[config.mk]
export PLATFORM = sky130hd
export DESIGN_NAME = insn_loader_flat
export DESIGN_NICKNAME = d
export VERILOG_FILES = /design/src/rtl/insn_loader_if.sv /design/src/rtl/insn_loader.sv /design/src/flat_wrapper.sv
export SDC_FILE = /design/constraint.sdc
export NUM_CORES = 1
export LEC_CHECK = 0
export CAP_MARGIN = 40
export CORE_ASPECT_RATIO = 0.75
export CORE_MARGIN = 4
export CORE_UTILIZATION = 45
export CTS_CLUSTER_DIAMETER = 150
export DETAILED_ROUTE_END_ITERATION = 10
export PLACE_DENSITY_LB_ADDON = 0.05
export SLEW_MARGIN = 40
export SYNTH_ARGS = -nofsm -noshare
export SYNTH_HDL_FRONTEND = slang
export SYNTH_SLANG_ARGS = --single-unit
[constraint.sdc]
create_clock -name clk -period 2.5 [get_ports clk]
set_clock_uncertainty 0.1 [all_clocks]
set_input_delay 0.5 -clock clk [delete_from_list [all_inputs] [get_ports clk]]
set_output_delay 0.5 -clock clk [all_outputs]
set_load 0.005 [all_outputs]
[src/rtl/insn_loader_if.sv]
// insn_loader_if
//   Bundles the two buses of the program loader: the incoming instruction
//   stream (valid/ready with a last marker) and the write port into the
//   instruction memory bank.
//   Parameters: WIDTH  - instruction word width
//               ADDR_W - instruction memory address width
//   Modports:   master - host / stream source side (drives the stream,
//                        observes ready and the memory write port)
//               slave  - loader side (accepts the stream, drives ready and
//                        the memory write port)
interface insn_loader_if #(
  parameter int WIDTH  = 32,
  parameter int ADDR_W = 4
);
  logic              in_valid;
  logic [WIDTH-1:0]  in_data;
  logic              in_last;
  logic              in_ready;
  logic              mem_we;
  logic [ADDR_W-1:0] mem_addr;
  logic [WIDTH-1:0]  mem_wdata;

  modport master (
    output in_valid, in_data, in_last,
    input  in_ready, mem_we, mem_addr, mem_wdata
  );

  modport slave (
    input  in_valid, in_data, in_last,
    output in_ready, mem_we, mem_addr, mem_wdata
  );
endinterface

[src/rtl/insn_loader.sv]
// insn_loader
//   Program-load and run controller. Streams instruction words into
//   consecutive instruction memory addresses starting at 0, zero-fills the
//   rest of the bank, releases the core from reset for MAX_CYCLES cycles and
//   then holds it in reset again. The sequence can be re-run from HALT.
//
//   Ports:
//     clk, rst    - clock, synchronous active-high reset
//     start       - begin a load (only honoured in IDLE and HALT)
//     bus         - insn_loader_if.slave: stream in, memory write port out
//     core_rst    - processor reset, low only while running
//     running     - high in RUN
//     halted      - high in HALT
//     load_count  - stream words accepted in the current load
//     overflow    - sticky: program longer than DEPTH words
//     checksum    - (INSN_LOADER_CHECKSUM_EN only) XOR of accepted words
//
//   Optional feature macro: INSN_LOADER_CHECKSUM_EN
//
//   state  | meaning
//   IDLE   | after reset, waiting for start
//   LOAD   | accepting stream words, writing them from address 0 up
//   FILL   | writing zeros to the remaining addresses
//   RUN    | core out of reset, cycle counter running
//   HALT   | core back in reset, memory retained, waiting for start
module insn_loader #(
  parameter int WIDTH      = 32,
  parameter int DEPTH      = 16,
  parameter int ADDR_W     = 4,
  parameter int MAX_CYCLES = 50
) (
  input  logic              clk,
  input  logic              rst,
  input  logic              start,
  insn_loader_if.slave      bus,
  output logic              core_rst,
  output logic              running,
  output logic              halted,
  output logic [ADDR_W:0]   load_count,
  output logic              overflow
`ifdef INSN_LOADER_CHECKSUM_EN
  ,
  output logic [WIDTH-1:0]  checksum
`endif
);

  localparam int CYC_W = (MAX_CYCLES > 1) ? $clog2(MAX_CYCLES) : 1;
  localparam logic [ADDR_W-1:0] LAST_ADDR = ADDR_W'(DEPTH - 1);
  localparam logic [CYC_W-1:0]  LAST_CYC  = CYC_W'(MAX_CYCLES - 1);

  typedef enum logic [2:0] {
    S_IDLE,
    S_LOAD,
    S_FILL,
    S_RUN,
    S_HALT
  } state_t;

  state_t            state_q, state_d;
  logic [ADDR_W-1:0] ptr_q, ptr_d;
  logic [ADDR_W:0]   load_count_q, load_count_d;
  logic              overflow_q, overflow_d;
  logic [CYC_W-1:0]  cyc_q, cyc_d;
  logic              mem_we_q, mem_we_d;
  logic [ADDR_W-1:0] mem_addr_q, mem_addr_d;
  logic [WIDTH-1:0]  mem_wdata_q, mem_wdata_d;

  logic in_ready;
  logic hs;
  logic start_ok;

  assign in_ready = (state_q == S_LOAD);
  assign hs       = bus.in_valid & in_ready;
  assign start_ok = start & ((state_q == S_IDLE) | (state_q == S_HALT));

  always_comb begin
    state_d      = state_q;
    ptr_d        = ptr_q;
    load_count_d = load_count_q;
    overflow_d   = overflow_q;
    cyc_d        = cyc_q;
    mem_we_d     = 1'b0;
    mem_addr_d   = mem_addr_q;
    mem_wdata_d  = mem_wdata_q;

    case (state_q)
      S_IDLE, S_HALT: begin
        if (start_ok) begin
          state_d      = S_LOAD;
          ptr_d        = '0;
          load_count_d = '0;
          overflow_d   = 1'b0;
        end
      end
      S_LOAD: begin
        if (hs) begin
          mem_we_d     = 1'b1;
          mem_addr_d   = ptr_q;
          mem_wdata_d  = bus.in_data;
          ptr_d        = ptr_q + ADDR_W'(1);
          load_count_d = load_count_q + (ADDR_W+1)'(1);
          // The last address ends the load whether or not the host marked
          // it; a missing last marker means the program did not fit.
          if (ptr_q == LAST_ADDR) begin
            state_d    = S_RUN;
            overflow_d = ~bus.in_last;
          end else if (bus.in_last) begin
            state_d = S_FILL;
          end
        end
      end
      S_FILL: begin
        mem_we_d    = 1'b1;
        mem_addr_d  = ptr_q;
        mem_wdata_d = '0;
        ptr_d       = ptr_q + ADDR_W'(1);
        if (ptr_q == LAST_ADDR) begin
          state_d = S_RUN;
        end
      end
      S_RUN: begin
        if (cyc_q == LAST_CYC) begin
          state_d = S_HALT;
          cyc_d   = '0;
        end else begin
          cyc_d = cyc_q + CYC_W'(1);
        end
      end
      default: begin
        state_d = S_IDLE;
      end
    endcase
  end

  always_ff @(posedge clk) begin
    if (rst) begin
      state_q      <= S_IDLE;
      ptr_q        <= '0;
      load_count_q <= '0;
      overflow_q   <= 1'b0;
      cyc_q        <= '0;
      mem_we_q     <= 1'b0;
      mem_addr_q   <= '0;
      mem_wdata_q  <= '0;
    end else begin
      state_q      <= state_d;
      ptr_q        <= ptr_d;
      load_count_q <= load_count_d;
      overflow_q   <= overflow_d;
      cyc_q        <= cyc_d;
      mem_we_q     <= mem_we_d;
      mem_addr_q   <= mem_addr_d;
      mem_wdata_q  <= mem_wdata_d;
    end
  end

`ifdef INSN_LOADER_CHECKSUM_EN
  logic [WIDTH-1:0] checksum_q, checksum_d;

  // Only stream handshakes contribute, so fill zeros and the RUN/HALT
  // phases leave the value untouched.
  always_comb begin
    checksum_d = checksum_q;
    if (start_ok) begin
      checksum_d = '0;
    end else if (hs) begin
      checksum_d = checksum_q ^ bus.in_data;
    end
  end

  always_ff @(posedge clk) begin
    if (rst) begin
      checksum_q <= '0;
    end else begin
      checksum_q <= checksum_d;
    end
  end

  assign checksum = checksum_q;
`endif

  // The last memory write is issued in the RUN entry cycle, so it lands on
  // the same edge at which the core first sees core_rst low.
  assign bus.in_ready  = in_ready;
  assign bus.mem_we    = mem_we_q;
  assign bus.mem_addr  = mem_addr_q;
  assign bus.mem_wdata = mem_wdata_q;
  assign core_rst      = (state_q != S_RUN);
  assign running       = (state_q == S_RUN);
  assign halted        = (state_q == S_HALT);
  assign load_count    = load_count_q;
  assign overflow      = overflow_q;

endmodule

[src/flat_wrapper.sv]
// flat-port wrapper written by rule: the top's interface ports become plain ports
module insn_loader_flat 
#(
  parameter int WIDTH      = 32,
  parameter int DEPTH      = 16,
  parameter int ADDR_W     = 4,
  parameter int MAX_CYCLES = 50
)
  (clk, rst, start, core_rst, running, halted, load_count, overflow, bus_in_valid, bus_in_data, bus_in_last, bus_in_ready, bus_mem_we, bus_mem_addr, bus_mem_wdata);
  insn_loader_if #(.WIDTH(WIDTH), .ADDR_W(ADDR_W)) bus_i ();
  input  logic clk;
  input  logic rst;
  input  logic start;
  output logic core_rst;
  output logic running;
  output logic halted;
  output logic [ADDR_W:0] load_count;
  output logic overflow;
  input wire logic [$bits(bus_i.in_valid)-1:0] bus_in_valid;
  input wire logic [$bits(bus_i.in_data)-1:0] bus_in_data;
  input wire logic [$bits(bus_i.in_last)-1:0] bus_in_last;
  output wire logic [$bits(bus_i.in_ready)-1:0] bus_in_ready;
  output wire logic [$bits(bus_i.mem_we)-1:0] bus_mem_we;
  output wire logic [$bits(bus_i.mem_addr)-1:0] bus_mem_addr;
  output wire logic [$bits(bus_i.mem_wdata)-1:0] bus_mem_wdata;
  assign bus_i.in_valid = bus_in_valid;
  assign bus_i.in_data = bus_in_data;
  assign bus_i.in_last = bus_in_last;
  assign bus_in_ready = bus_i.in_ready;
  assign bus_mem_we = bus_i.mem_we;
  assign bus_mem_addr = bus_i.mem_addr;
  assign bus_mem_wdata = bus_i.mem_wdata;
  insn_loader #(.WIDTH(WIDTH), .DEPTH(DEPTH), .ADDR_W(ADDR_W), .MAX_CYCLES(MAX_CYCLES)) u_core (.clk(clk), .rst(rst), .start(start), .bus(bus_i), .core_rst(core_rst), .running(running), .halted(halted), .load_count(load_count), .overflow(overflow));
endmodule
==> results of run 1 <==
## metal layers
| layer | track usage | vias to the layer above | routed length, µm |
|---|---|---|---|
| li1 | - | 1161 | - |
| met5 | 0 | - | 0 |
| met4 | 0.0494 | 0 | 60 |
| met2 | 0.247 | 74 | 2440 |
| met3 | 0.0703 | 5 | 637 |
| met1 | 0.244 | 1036 | 2800 |
## how the worst max path moves through the flow
stage	start	to	cells past startpoint
3_5_place_dp	bus_in_valid	u_core.ptr_q[3]	5
6_report	u_core.state_q[1]	running	3
2_1_floorplan	u_core.cyc_q[1]	u_core.cyc_q[4]	7
5_1_grt	u_core.state_q[1]	running	3
4_1_cts	u_core.state_q[0]	running	3
3_3_place_gp	bus_in_valid	u_core.ptr_q[3]	5
## layout by cell type (no fill, tap or decap), drive strengths merged, types with 6 or more instances in the layout
| master | instances |
|---|---|
| nand2 | 79 |
| buf | 9 |
| a211oi | 8 |
| clkbuf | 7 |
| clkdlybuf4s50 | 83 |
| nor2 | 13 |
| nand2b | 6 |
| a21oi | 49 |
| nand3 | 9 |
| dfxtp | 56 |
## logic make-up (layout without fill, tap and decap cells)
logic type,count (synthesis),in the layout,synth area share
DFF,56,56,0.465
and+or+nand+nor,131,131,0.256
buffers and inverters,27,105,0.0597
adders and majority gates,5,5,0.0249
AOI/OAI and AO/OA,74,74,0.183
xor gates and xnor gates,3,3,0.0109
## repair_timing
item / CTS / global route
gates resized for setup: 0 / 1
endpoints found under the hold margin: 0 / 0
setup endpoints to repair: 0 / 1
## cell usage after synthesis, types with 2 or more instances
cell	number	area (µm²)
nand4b_1	3	26.3
inv_1	5	18.8
buf_2	7	35.0
and2_1	2	12.5
nand2_1	79	297
nor3b_1	2	15.0
ha_1	4	50.1
nor3_1	3	15.0
clkbuf_1	9	33.8
buf_4	3	22.5
xnor2_1	2	17.5
buf_6	3	33.8
a211oi_1	8	60.1
nand2b_1	6	37.5
o21bai_1	2	15.0
nand3b_1	2	15.0
a21oi_1	49	245
nand3_1	9	45.0
nor2_1	13	48.8
a311oi_1	3	26.3
and3_1	2	12.5
a31oi_1	3	18.8
or3_1	3	18.8
dfxtp_1	56	1120
## metrics by stage
stage	total power, mW	std cells
4_1_cts	1.81	446
3_3_place_gp	1.29	438
6_report	1.78	446
2_1_floorplan	1.14	296
5_1_grt	1.88	446
3_5_place_dp	1.29	438
## registers in the layout (all words and copies together), names as in the netlist
signal                flops
u_core.state_q            3
u_core.bus.mem_we         1
u_core.load_count         5
u_core.overflow           1
u_core.ptr_q              4
u_core.cyc_q              6
u_core.bus.mem_addr       4
u_core.bus.mem_wdata     32
## layout make-up
type                    instances  area (µm²)  area share
flip-flops and latches         56        1120       0.332
clock buffers                   7        86.3      0.0255
repair buffers                 92         911       0.269
clock inverters                 1        7.51     0.00222
multi-input cells             213        1150       0.339
well taps                      72        90.1      0.0266
inverters                       5        18.8     0.00555
## report_power, final
group | total [mW] | internal, mW | switching [mW]
registers | 0.958 | 0.927 | 0.0306
logic | 0.316 | 0.169 | 0.146
clock network | 0.509 | 0.226 | 0.284
total | 1.78 | 1.32 | 0.460
## worst max-delay path, cell delays in order (launching register included)
cell	delay (ns)
dfxtp_1	0.56
nand3b_2	0.23
inv_1	0.17
clkdlybuf4s50_1	0.52
==> flow_summary.toml, run 1 <==
[worst_hold_path]
worst_hold_path.endpoint = "u_core.bus.mem_wdata[12]"
hp-class = "flop to flop"
min_path_cells = 2
min_from = "u_core.bus.mem_wdata[12]"

[place]
pre_cts_ws_ns = 0.334
globalplace.congestion = 0.823
placed_area_mm2 = 0.00329
dpl.hpwl_mm = 4.24
port_buffers = 83

[logic_synthesis]
syn-num-nets = 337
async_flop_share = 0
yosysWarnings = 0
synth_edf_count = 0
yosys_most_used_dff = "dfxtp_1"
syn_area_per_cell_um2 = 8.14
yosysSeqAreaShare = 0.465
syn_area_mm2 = 0.00241
synth-seq-cells = 56
syn_inst = 296
yosysUniqueCellTypes = 42

[detailed_routing]
routed_wl_mm = 5.94
num_vias = 2276
ant_nets = 0
wl_per_cell_um = 13.3
drc = 0
viasPerCell = 5.10
drt_iter0_drc = 100
dr.pass1.iters = 4

[critical_path]
r2r_start = "u_core.state_q[1]"
rr_worst_depth = 5
critical_path.max_fanout = 10
end_kind = "output pin"
crit_arrival_ns = 1.79
r2r_end = "u_core.ptr_q[3]"
critPathLaunchType = "flop"
critical_path_class = "flop to output pin"
worst-r2r-setup-slack_ns = 0.64
required_ns = 1.90

[clock_tree]
path_clk_slew_ns = 0.10
clock_sinks = 56
hold_buffers = 0
clock_path_buffers = 2
htree_levels = 2
cts_tree = "done"
cts-root-buf = "clkbuf_8"
postCtsSetupRepairBufs = 0
worst_skew_pair.late_latency_ns = 0.30
numCtsBuffers = 5

[die]
io_pins = 84
rows = 22
core-area_mm2 = 0.00504
start_util = 0.478
die_w_um = 92.5
die_y_um = 71.4
die-area_mm2 = 0.00660

[power]
peakVddDrop_uv = 350
powerDensity_mw_per_mm2 = 527
p_leak_nw = 1.17

[cells_and_area]
postLayoutCellArea_mm2 = 0.00338
n_fill_cell = 456
finish.utilization = 0.672
finalNetCount = 414
drive_above_1_share = 0.0642
n_antenna_cell = 0
syn2layout_area_growth_pct = 40.5

[grt]
grt_pass1_vias = 1905
grt_max_degree = 35
grt_pass1_wl_mm = 9.26
grt_use_total = 0.174
antenna_found_initial = 0
overflow = 0

[sta]
hold_ws_ns = 0.356
rsz0062_at_grt = "no"
relSlewSlack = 0.726
post-route-period-util = 0.954
maxSlewViolCount = 0
tns_ns = 0
finalWorstSetupSlack_ns = 0.114
min_period_ns = 2.39
max_freq_mhz = 419
setup_violations = 0
hold_violations = 0
max_slew.worst_pin.slew_ns = 0.411

[job]
maxCapViolations = 0

[status]
outcome = "complete, no violations"
No activity file was read; power rests on OpenSTA's default activity.
==> inputs of run 2 (changes only) <==
--- a/config.mk
+++ b/config.mk
@@ -9,7 +9,6 @@
 export CORE_ASPECT_RATIO = 0.75
 export CORE_MARGIN = 4
 export CORE_UTILIZATION = 45
-export CTS_CLUSTER_DIAMETER = 150
 export DETAILED_ROUTE_END_ITERATION = 10
 export PLACE_DENSITY_LB_ADDON = 0.05
 export SLEW_MARGIN = 40
==> results of run 2 <==
Final layout, timing and power as in run 1 (identical DEF).
